## src/rtl/arb_req_agent.sv

```systemverilog
// Requester-side agent for a 4-way round-robin arbiter: per-client request slots plus one owner FSM
// that streams the granted client's burst onto the shared port. ARB_REQ_TIMEOUT_EN adds starvation flags.
module arb_req_agent #(
    parameter int DATA_W  = 32,
    parameter int LEN_W   = 4,
    parameter int TIMEOUT = 64
) (
    input  logic                clk,
    input  logic                reset,
    input  logic [3:0]          cl_valid,
    input  logic [4*LEN_W-1:0]  cl_len,
    input  logic [4*DATA_W-1:0] cl_data,
    output logic [3:0]          cl_ready,
    output logic [3:0]          cl_done,
    output logic [3:0]          req,
    input  logic [3:0]          grant,
    output logic                res_valid,
    output logic [DATA_W-1:0]   res_data,
    output logic                res_last,
    output logic [1:0]          res_owner,
    input  logic                res_ready,
    output logic                err_grant
`ifdef ARB_REQ_TIMEOUT_EN
    ,
    output logic [3:0]          starve
`endif
);

    // slot: IDLE no burst | REQ requesting | OWN streaming;  owner: FREE wait grant | BUSY beats | DRAIN req-drop gap
    typedef enum logic [1:0] {SLOT_IDLE, SLOT_REQ, SLOT_OWN} slot_state_t;
    typedef enum logic [1:0] {OWN_FREE, OWN_BUSY, OWN_DRAIN} own_state_t;

    slot_state_t       slot_q [4];
    logic [LEN_W-1:0]  len_q [4];
    logic [DATA_W-1:0] data_arr [4];
    own_state_t        own_q;
    logic [1:0]        owner_q;
    logic [LEN_W-1:0]  cnt_q;
    logic [3:0]        done_q;
    logic              err_q;

    logic              handshake;
    logic              last_hs;
    logic              grant_one_hot;
    logic              grant_ok;
    logic              take;
    logic [1:0]        grant_idx;

    if (TIMEOUT < 1) begin : g_timeout_check
        $error("arb_req_agent: TIMEOUT must be at least 1");
    end

    always_comb begin
        for (int i = 0; i < 4; i++) begin
            data_arr[i] = cl_data[i*DATA_W +: DATA_W];
        end
    end

    always_comb begin
        grant_idx = 2'd0;
        for (int i = 0; i < 4; i++) begin
            if (grant[i]) grant_idx = 2'(i);
        end
    end

    assign grant_one_hot = (grant != 4'd0) && ((grant & (grant - 4'd1)) == 4'd0);
    assign grant_ok      = grant_one_hot && (slot_q[grant_idx] == SLOT_REQ);
    assign take          = (own_q == OWN_FREE) && grant_ok;

    assign res_valid = (own_q == OWN_BUSY);
    assign res_owner = owner_q;
    assign res_data  = res_valid ? data_arr[owner_q] : '0;
    assign res_last  = res_valid && (cnt_q == len_q[owner_q]);
    assign handshake = res_valid && res_ready;
    assign last_hs   = handshake && res_last;
    assign cl_done   = done_q;
    assign err_grant = err_q;

    always_comb begin
        cl_ready          = 4'd0;
        cl_ready[owner_q] = handshake;
    end

    always_comb begin
        for (int i = 0; i < 4; i++) begin
            req[i] = (slot_q[i] == SLOT_REQ) || (slot_q[i] == SLOT_OWN);
        end
    end

    always_ff @(posedge clk or posedge reset) begin
        if (reset) begin
            for (int i = 0; i < 4; i++) begin
                slot_q[i] <= SLOT_IDLE;
                len_q[i]  <= '0;
            end
            done_q <= 4'd0;
        end else begin
            done_q <= 4'd0;
            for (int i = 0; i < 4; i++) begin
                case (slot_q[i])
                    SLOT_IDLE: begin
                        if (cl_valid[i]) begin
                            len_q[i]  <= cl_len[i*LEN_W +: LEN_W];
                            slot_q[i] <= SLOT_REQ;
                        end
                    end
                    SLOT_REQ: begin
                        if (take && (grant_idx == 2'(i))) slot_q[i] <= SLOT_OWN;
                    end
                    SLOT_OWN: begin
                        if (last_hs && (owner_q == 2'(i))) begin
                            slot_q[i] <= SLOT_IDLE;
                            done_q[i] <= 1'b1;
                        end
                    end
                    default: slot_q[i] <= SLOT_IDLE;
                endcase
            end
        end
    end

    always_ff @(posedge clk or posedge reset) begin
        if (reset) begin
            own_q   <= OWN_FREE;
            owner_q <= 2'd0;
            cnt_q   <= '0;
            err_q   <= 1'b0;
        end else begin
            case (own_q)
                OWN_FREE: begin
                    if (take) begin
                        owner_q <= grant_idx;
                        cnt_q   <= '0;
                        own_q   <= OWN_BUSY;
                    end else if (grant != 4'd0) begin
                        err_q <= 1'b1;
                    end
                end
                OWN_BUSY: begin
                    if (handshake) begin
                        cnt_q <= cnt_q + LEN_W'(1);
                        if (res_last) own_q <= OWN_DRAIN;
                    end
                end
                OWN_DRAIN: own_q <= OWN_FREE;
                default:   own_q <= OWN_FREE;
            endcase
        end
    end

`ifdef ARB_REQ_TIMEOUT_EN
    localparam int WAIT_W = $clog2(TIMEOUT + 1);

    logic [WAIT_W-1:0] wait_q [4];
    logic [3:0]        starve_q;

    // The cycle ownership is taken does not count as waiting.
    always_ff @(posedge clk or posedge reset) begin
        if (reset) begin
            for (int i = 0; i < 4; i++) wait_q[i] <= '0;
            starve_q <= 4'd0;
        end else begin
            for (int i = 0; i < 4; i++) begin
                if ((slot_q[i] == SLOT_REQ) && !(take && (grant_idx == 2'(i)))) begin
                    if (wait_q[i] != WAIT_W'(TIMEOUT)) wait_q[i] <= wait_q[i] + WAIT_W'(1);
                    if (wait_q[i] == WAIT_W'(TIMEOUT - 1)) starve_q[i] <= 1'b1;
                end else begin
                    wait_q[i] <= '0;
                end
            end
        end
    end

    assign starve = starve_q;
`endif

endmodule

```

## config.mk

```make
export PLATFORM = sky130hd
export DESIGN_NAME = arb_req_agent
export DESIGN_NICKNAME = d
export VERILOG_FILES = /design/src/rtl/arb_req_agent.sv
export SDC_FILE = /design/constraint.sdc
export NUM_CORES = 1
export LEC_CHECK = 0
export BUFFER_PORTS_ARGS = -buffer_cell sky130_fd_sc_hd__buf_4
export CAP_MARGIN = 20
export CELL_PAD_IN_SITES_DETAIL_PLACEMENT = 1
export CELL_PAD_IN_SITES_GLOBAL_PLACEMENT = 2
export CORE_UTILIZATION = 24
export CTS_CLUSTER_DIAMETER = 100
export DETAILED_ROUTE_END_ITERATION = 7
export GPL_TIMING_DRIVEN = 0
export PLACE_DENSITY = 0.81
export SETUP_SLACK_MARGIN = 0.4
export SLEW_MARGIN = 15
export SYNTH_ARGS = -nofsm -noshare
export SYNTH_HDL_FRONTEND = slang
export SYNTH_SLANG_ARGS = --single-unit
```

## constraint.sdc

```tcl
create_clock -name clk -period 2.8 [get_ports clk]
set_input_delay 0.42 -clock clk [delete_from_list [all_inputs] [get_ports clk]]
set_output_delay 0.42 -clock clk [all_outputs]
set_load 0.01 [all_outputs]
```

# ---- Word-level counts from Yosys, hierarchy flattened
# Index checks and enable logic that the tools add are counted.
dict set report totals {
  output_inout_bits 49
  in_bits 155
  latch_bits 0
  n_memories 0
  wordCells 143
  reg_bits 37
  mem_bits_ro 0
  ramBits 0
}
dict set report op_classes {
  n_lt_le_gt_ge 4
  mul 0
  eq_ne 32
  bitwise 5
  mux 46
  n_reduce_logical 41
  div_mod_pow 0
  n_shift 0
  add_sub_neg 2
}
# cell count
set op_table {}
lappend op_table {{32-bit two-way mux} 3}
lappend op_table {{32-bit binary-select mux with 2-bit select} 1}
lappend op_table {{2-bit two-way mux} 19}
lappend op_table {{2-bit case mux with 3 select lines} 4}
lappend op_table {{3-bit AND reduction} 7}
lappend op_table {{2-bit by 1-bit != test with 1-bit output, second input constant} 10}
lappend op_table {{2-bit by 1-bit equality test with 1-bit output, second input constant} 8}
lappend op_table {{2-bit equality test, second input constant} 8}
lappend op_table {{4-bit two-way mux} 4}
lappend op_table {{1-bit logical AND} 15}
lappend op_table {{2-bit zero test} 7}
lappend op_table {{1-bit two-way mux} 10}
lappend op_table {{2-bit != test, second input constant} 5}
lappend op_table {{2-bit AND reduction} 5}
lappend op_table {{4-bit bitwise AND} 2}
lappend op_table {{4-bit binary-select mux with 2-bit select} 1}
lappend op_table {{4-bit case mux with 2 select lines} 1}
lappend op_table {{3-bit >= comparator, second input constant} 2}
lappend op_table {{2-bit inverter with 3-bit output} 2}
lappend op_table {{4-bit by 1-bit adder with 4-bit output, second input constant} 1}
lappend op_table {{2-bit binary-select mux with 2-bit select} 1}
lappend op_table {{4-bit equality test} 1}
lappend op_table {{4-bit zero test} 1}
lappend op_table {{1-bit logical OR} 4}
lappend op_table {{8 further kinds} 8}

# ---- Longest topological paths before layout
dict set report logic_depth {
  depth_word 13
  ltp_mapped 8
  depth_no_buf 6
}

# ---- Worst setup path before layout
# OpenSTA, ideal clock, no wires.
dict set report synth_timing {
  path_kind {reg-to-output}
  start {register owner_q[0] (netlist: res_owner[0])}
  end {output port res_data[10]}
  path_slack_ps 368
  path_stages_with_launch 6
  t_arrival_ps 2012
  n_path_buf 3
  required_ps 2380
  path_cell_list {dfrtp_1 buf_2 buf_1 buf_2 mux4_2 nor2b_1}
}
dict set report synth_via {
  elab_chain_len 5
}
# item line_no
set synth_rtl {}
lappend synth_rtl {{start, declared} 37} ;# logic [1:0] owner_q;
lappend synth_rtl {{start signal, assigned} 132} ;# owner_q <= grant_idx;
lappend synth_rtl {{2-bit inverter with 3-bit output (not written as such)} 72} ;# assign res_data = res_valid ? data_arr[owner_q] : '0;
lappend synth_rtl {{32-bit binary-select mux with 2-bit select} 72}
lappend synth_rtl {{32-bit two-way mux (not written as such) (2 in series)} 72}
lappend synth_rtl {{32-bit two-way mux} 72}
lappend synth_rtl {{end, declared} 18} ;# output logic [DATA_W-1:0] res_data,
# Every way passes these cells. The select of a mux whose other input is x is not followed.

# ---- Final worst setup path
dict set report layout_timing {
  start {register owner_q[0] (netlist: res_owner[0])}
  end {register slot_q[6] in the netlist's numbering}
}
dict set report layout_via {
  elab_chain_len 10
  word_cells_on_any_way 11
  classes_between {2 x eq/ne; 3 x mux; 1 x bitwise; 5 x reduce/logical}
}
# item line_no
set layout_rtl {}
lappend layout_rtl {{2-bit inverter with 3-bit output (not written as such)} 73} ;# assign res_last = res_valid && (cnt_q == len_q[owner_q]);
lappend layout_rtl {{4-bit binary-select mux with 2-bit select} 73}
lappend layout_rtl {{4-bit two-way mux (not written as such) (2 in series)} 73}
lappend layout_rtl {{4-bit equality test} 73}
lappend layout_rtl {{1-bit logical AND} 73}
lappend layout_rtl {{1-bit logical AND} 75} ;# assign last_hs = handshake && res_last;
lappend layout_rtl {{1-bit logical AND (*)} 111} ;# if (last_hs && (owner_q == 2'(i))) begin
lappend layout_rtl {{2-bit by 1-bit != test with 1-bit output (no line) (*)} --}
lappend layout_rtl {{3-bit AND reduction (no line) (*)} --}
lappend layout_rtl {{end signal, assigned by index} 108} ;# if (take && (grant_idx == 2'(i))) slot_q[i] <= SLOT_OWN;
lappend layout_rtl {{end signal, assigned by index} 112} ;# slot_q[i] <= SLOT_IDLE;
lappend layout_rtl {{end signal, assigned by index} 116} ;# default: slot_q[i] <= SLOT_IDLE;
lappend layout_rtl {{end, declared} 33} ;# slot_state_t slot_q [4];
# Mark *: on every way between the ends. The rest lies on a longest branch, timed or not. The select of a mux whose other input is x is not followed.
# A chain may end at the register's enable or synchronous reset.

==> flow_summary.ini <==
[setup_path]
crit_fanout = 6
start_kind = flip-flop
cp-end-kind = flip-flop
critPathLaunch = res_owner[0]
regToRegSetupSlack_ps = 260
crit_arrival_ps = 2700
rr_worst_depth = 8
cp.required_ps = 2960
worstSetupPathType = reg2reg
rr_endpoint = slot_q[6]
r2r-start = res_owner[0]

[clocking]
htree_levels = 2
clockBufferDepth = 2
cts_sinks = 37
cts_root_buf = clkbuf_16
cts_buffers = 5
cts_tree = built
hold_buffers = 0
clk_pin_slew_ps = 60
insertion_delay_ps = 280

[route]
dr_total_vias = 3135
remaining_drc_errors = 0
ant_nets = 0
drt-initial-drc-count = 106
drt_pass1_iterations = 4
wl_per_cell_um = 19.4
via_per_inst = 4.73
wl_mm = 12.9

[floorplanning]
boundaryPins = 204
rows = 40
coreArea_um2 = 12200
fp.dieArea_um2 = 13100
die_x_um = 115
fp.dieH_um = 115
initial_core_util_pct = 25.0

[sta]
slew_headroom_pct = 58.1
setup_viol = 0
rsz0062_at_grt = true
setup_tns_ps = 0
min_period_over_period_pct = 90.9
finalHoldViolCount = 0
fin_skew_ps = 3.51
max_freq_ghz = 0.393
finalMaxSlewViolations = 0
worst_pin_slew_ps = 629
period_needed_ps = 2540

[synth]
ys_types = 35
synthMuxAreaShare_pct = 35.2
synthArstFlopShare_pct = 100
synthSimpleGateAreaFrac_pct = 14.9
yosys_most_used_dff = dfrtp_1
ys_ff_latch = 37
synth_top_family_by_area = multiplexers
synth-edff-count = 0
synth_compound_area_share_pct = 6.47
synth_seq_area_share_pct = 30.5
synth_cells = 263
synth_xor_area_share_pct = 1.73
synth_fa_ha_area_share_pct = 7.00
ys_warn_count = 0
syn-num-nets = 435
avgSynthCellArea_um2 = 11.6
synthesis.area_um2 = 3040

[layout]
filler_cell_count = 1367
instances_no_fill = 663
fin_nets = 665
area_delta_synth_final_pct = 76.0
drive_above_1_share_pct = 63.2

[grt]
gr-total-overflow = 0
grt_pass1_wl_mm = 18.5
grtUsageTotal_pct = 18.8
grt_max_degree = 31
grt_pass1_vias = 3417
grt_antenna_before_repair = 1

[hold_path]
hold_class = in2async

[place]
dp.cells = 635
dp_hpwl_mm = 10.5
io_buffers = 203
gp_congestion = 0.782

[outcome]
status = complete, no violations

[power_and_ir_drop]
leakage_nw = 2.51
p_per_area_nw_per_um2 = 937
ir_drop_v = 0.000438

[run]
cap_viol_max_count = 0
critical path, stage by stage, from the launching register on:
cell	delay, ps
dfrtp_1	390
buf_6	150
mux4_2	550
xnor2_2	160
nand4_1	200
buf_4	200
o41ai_4	310
o211ai_1	150
mux2_1	320
area by class of cell:
cell class,count,area (µm²),share of cell area [%]
diodes,1,2.50,0.0468
flip-flops and latches,37,926,17.3
repair buffers,223,1770,33.0
multi-input cells,193,2080,38.9
plain buffers,14,148,2.76
clock inverters,3,17.5,0.328
clock buffers,5,125,2.34
inverters,19,71.3,1.33
well taps,168,210,3.93
flip-flops by register name (all words and copies together), names as in the netlist:
signal and flops:
slot_q 8, own_q 2, err_grant 1, cnt_q 4
len_q 16, res_owner 2, cl_done 4
worst max-delay path by stage:
stage	end	slack (ps)	cells past startpoint
after floorplan	slot_q[6]	520	7
after global placement	res_data[23]	180	5
after detailed placement	res_data[23]	120	5
after CTS	slot_q[6]	300	8
after global routing	slot_q[6]	110	8
final	slot_q[6]	260	8
what timing repair did:
item | in CTS | in global routing
resized for setup | 32 | 18
setup endpoints to repair | 39 | 37
pin swaps | 3 | 6
setup buffers | 8 | 8
cloned | 0 | 3
routing by layer:
layer | vias up | GRT usage, % | part of all wire (%)
li1 | 1428 | - | -
met1 | 1573 | 18.8 | 34
met2 | 113 | 36.3 | 55
met3 | 21 | 5.08 | 7.8
met4 | 0 | 7.71 | 3.4
met5 | - | 0 | 0
synthesized netlist by cell type, types with 2 or more instances:
cell / number / share of area, %
a31oi_1: 7 / 1.4
buf_1: 2 / 0.25
buf_2: 5 / 0.82
clkbuf_1: 7 / 0.87
dfrtp_1: 37 / 30
ha_1: 17 / 7.0
inv_1: 19 / 2.3
mux2_1: 3 / 1.1
mux2_2: 19 / 7.0
mux4_2: 36 / 27
nand2_1: 15 / 1.9
nand2b_1: 7 / 1.4
nand3_1: 4 / 0.66
nand4_1: 3 / 0.62
nor2_1: 12 / 1.5
nor2b_1: 33 / 6.8
nor3_1: 4 / 0.66
nor3b_1: 2 / 0.49
o211ai_1: 6 / 1.5
o21ai_0: 4 / 0.66
o21ai_1: 3 / 0.49
xnor2_1: 4 / 1.2
xor2_1: 2 / 0.58
stage by stage:
| step | hold WS [ps] | total power [W] | setup slack, ps | instance area (µm²) | util [%] |
|---|---|---|---|---|---|
| after floorplan | 474 | 0.00267 | 516 | 3040 | - |
| after global placement | 476 | 0.00374 | 181 | 4770 | 39.2 |
| after detailed placement | 365 | 0.00383 | 116 | 4790 | 39.4 |
| after CTS | 66.2 | 0.00469 | 297 | 5120 | 42.1 |
| after global routing | 71.2 | 0.00534 | 114 | 5350 | 44.0 |
| final | 59.0 | 0.00501 | 256 | 5350 | 44.0 |
cells by family after synthesis:
kind of cell               after synthesis
AOI/OAI and AO/OA                       27
xor gates and xnor gates                 6
adders and majority gates               17
buffers and inverters                   33
DFF                                     37
muxes                                   59
and+or+nand+nor                         84
cell usage in the layout, fill, tap and decap left out, types with 2 or more instances in the layout:
master	Yosys	layout
buf_4	0	215
dfrtp_1	37	37
mux4_2	36	36
nor2b_1	33	33
mux2_2	19	19
inv_1	19	18
ha_1	17	17
nand2_1	15	15
nor2_1	12	11
clkbuf_16	0	8
nand2b_1	7	7
a31oi_1	7	7
o211ai_1	6	6
buf_6	0	6
buf_12	0	6
clkbuf_1	7	4
nor3_1	4	3
o21ai_0	4	3
xnor2_2	0	3
nand4_1	3	3
o21ai_4	0	3
clkbuf_4	0	3
nand3_1	4	3
nor3b_1	2	2
mux2_1	3	2
xor2_1	2	2
clkinv_2	0	2
power by group:
group | switching, W | internal (W) | total (W)
registers | 0.000178 | 0.000743 | 0.000921
clock network | 0.000227 | 0.000326 | 0.000554
logic | 0.00151 | 0.00202 | 0.00353
(Power assumes the default switching activity.)
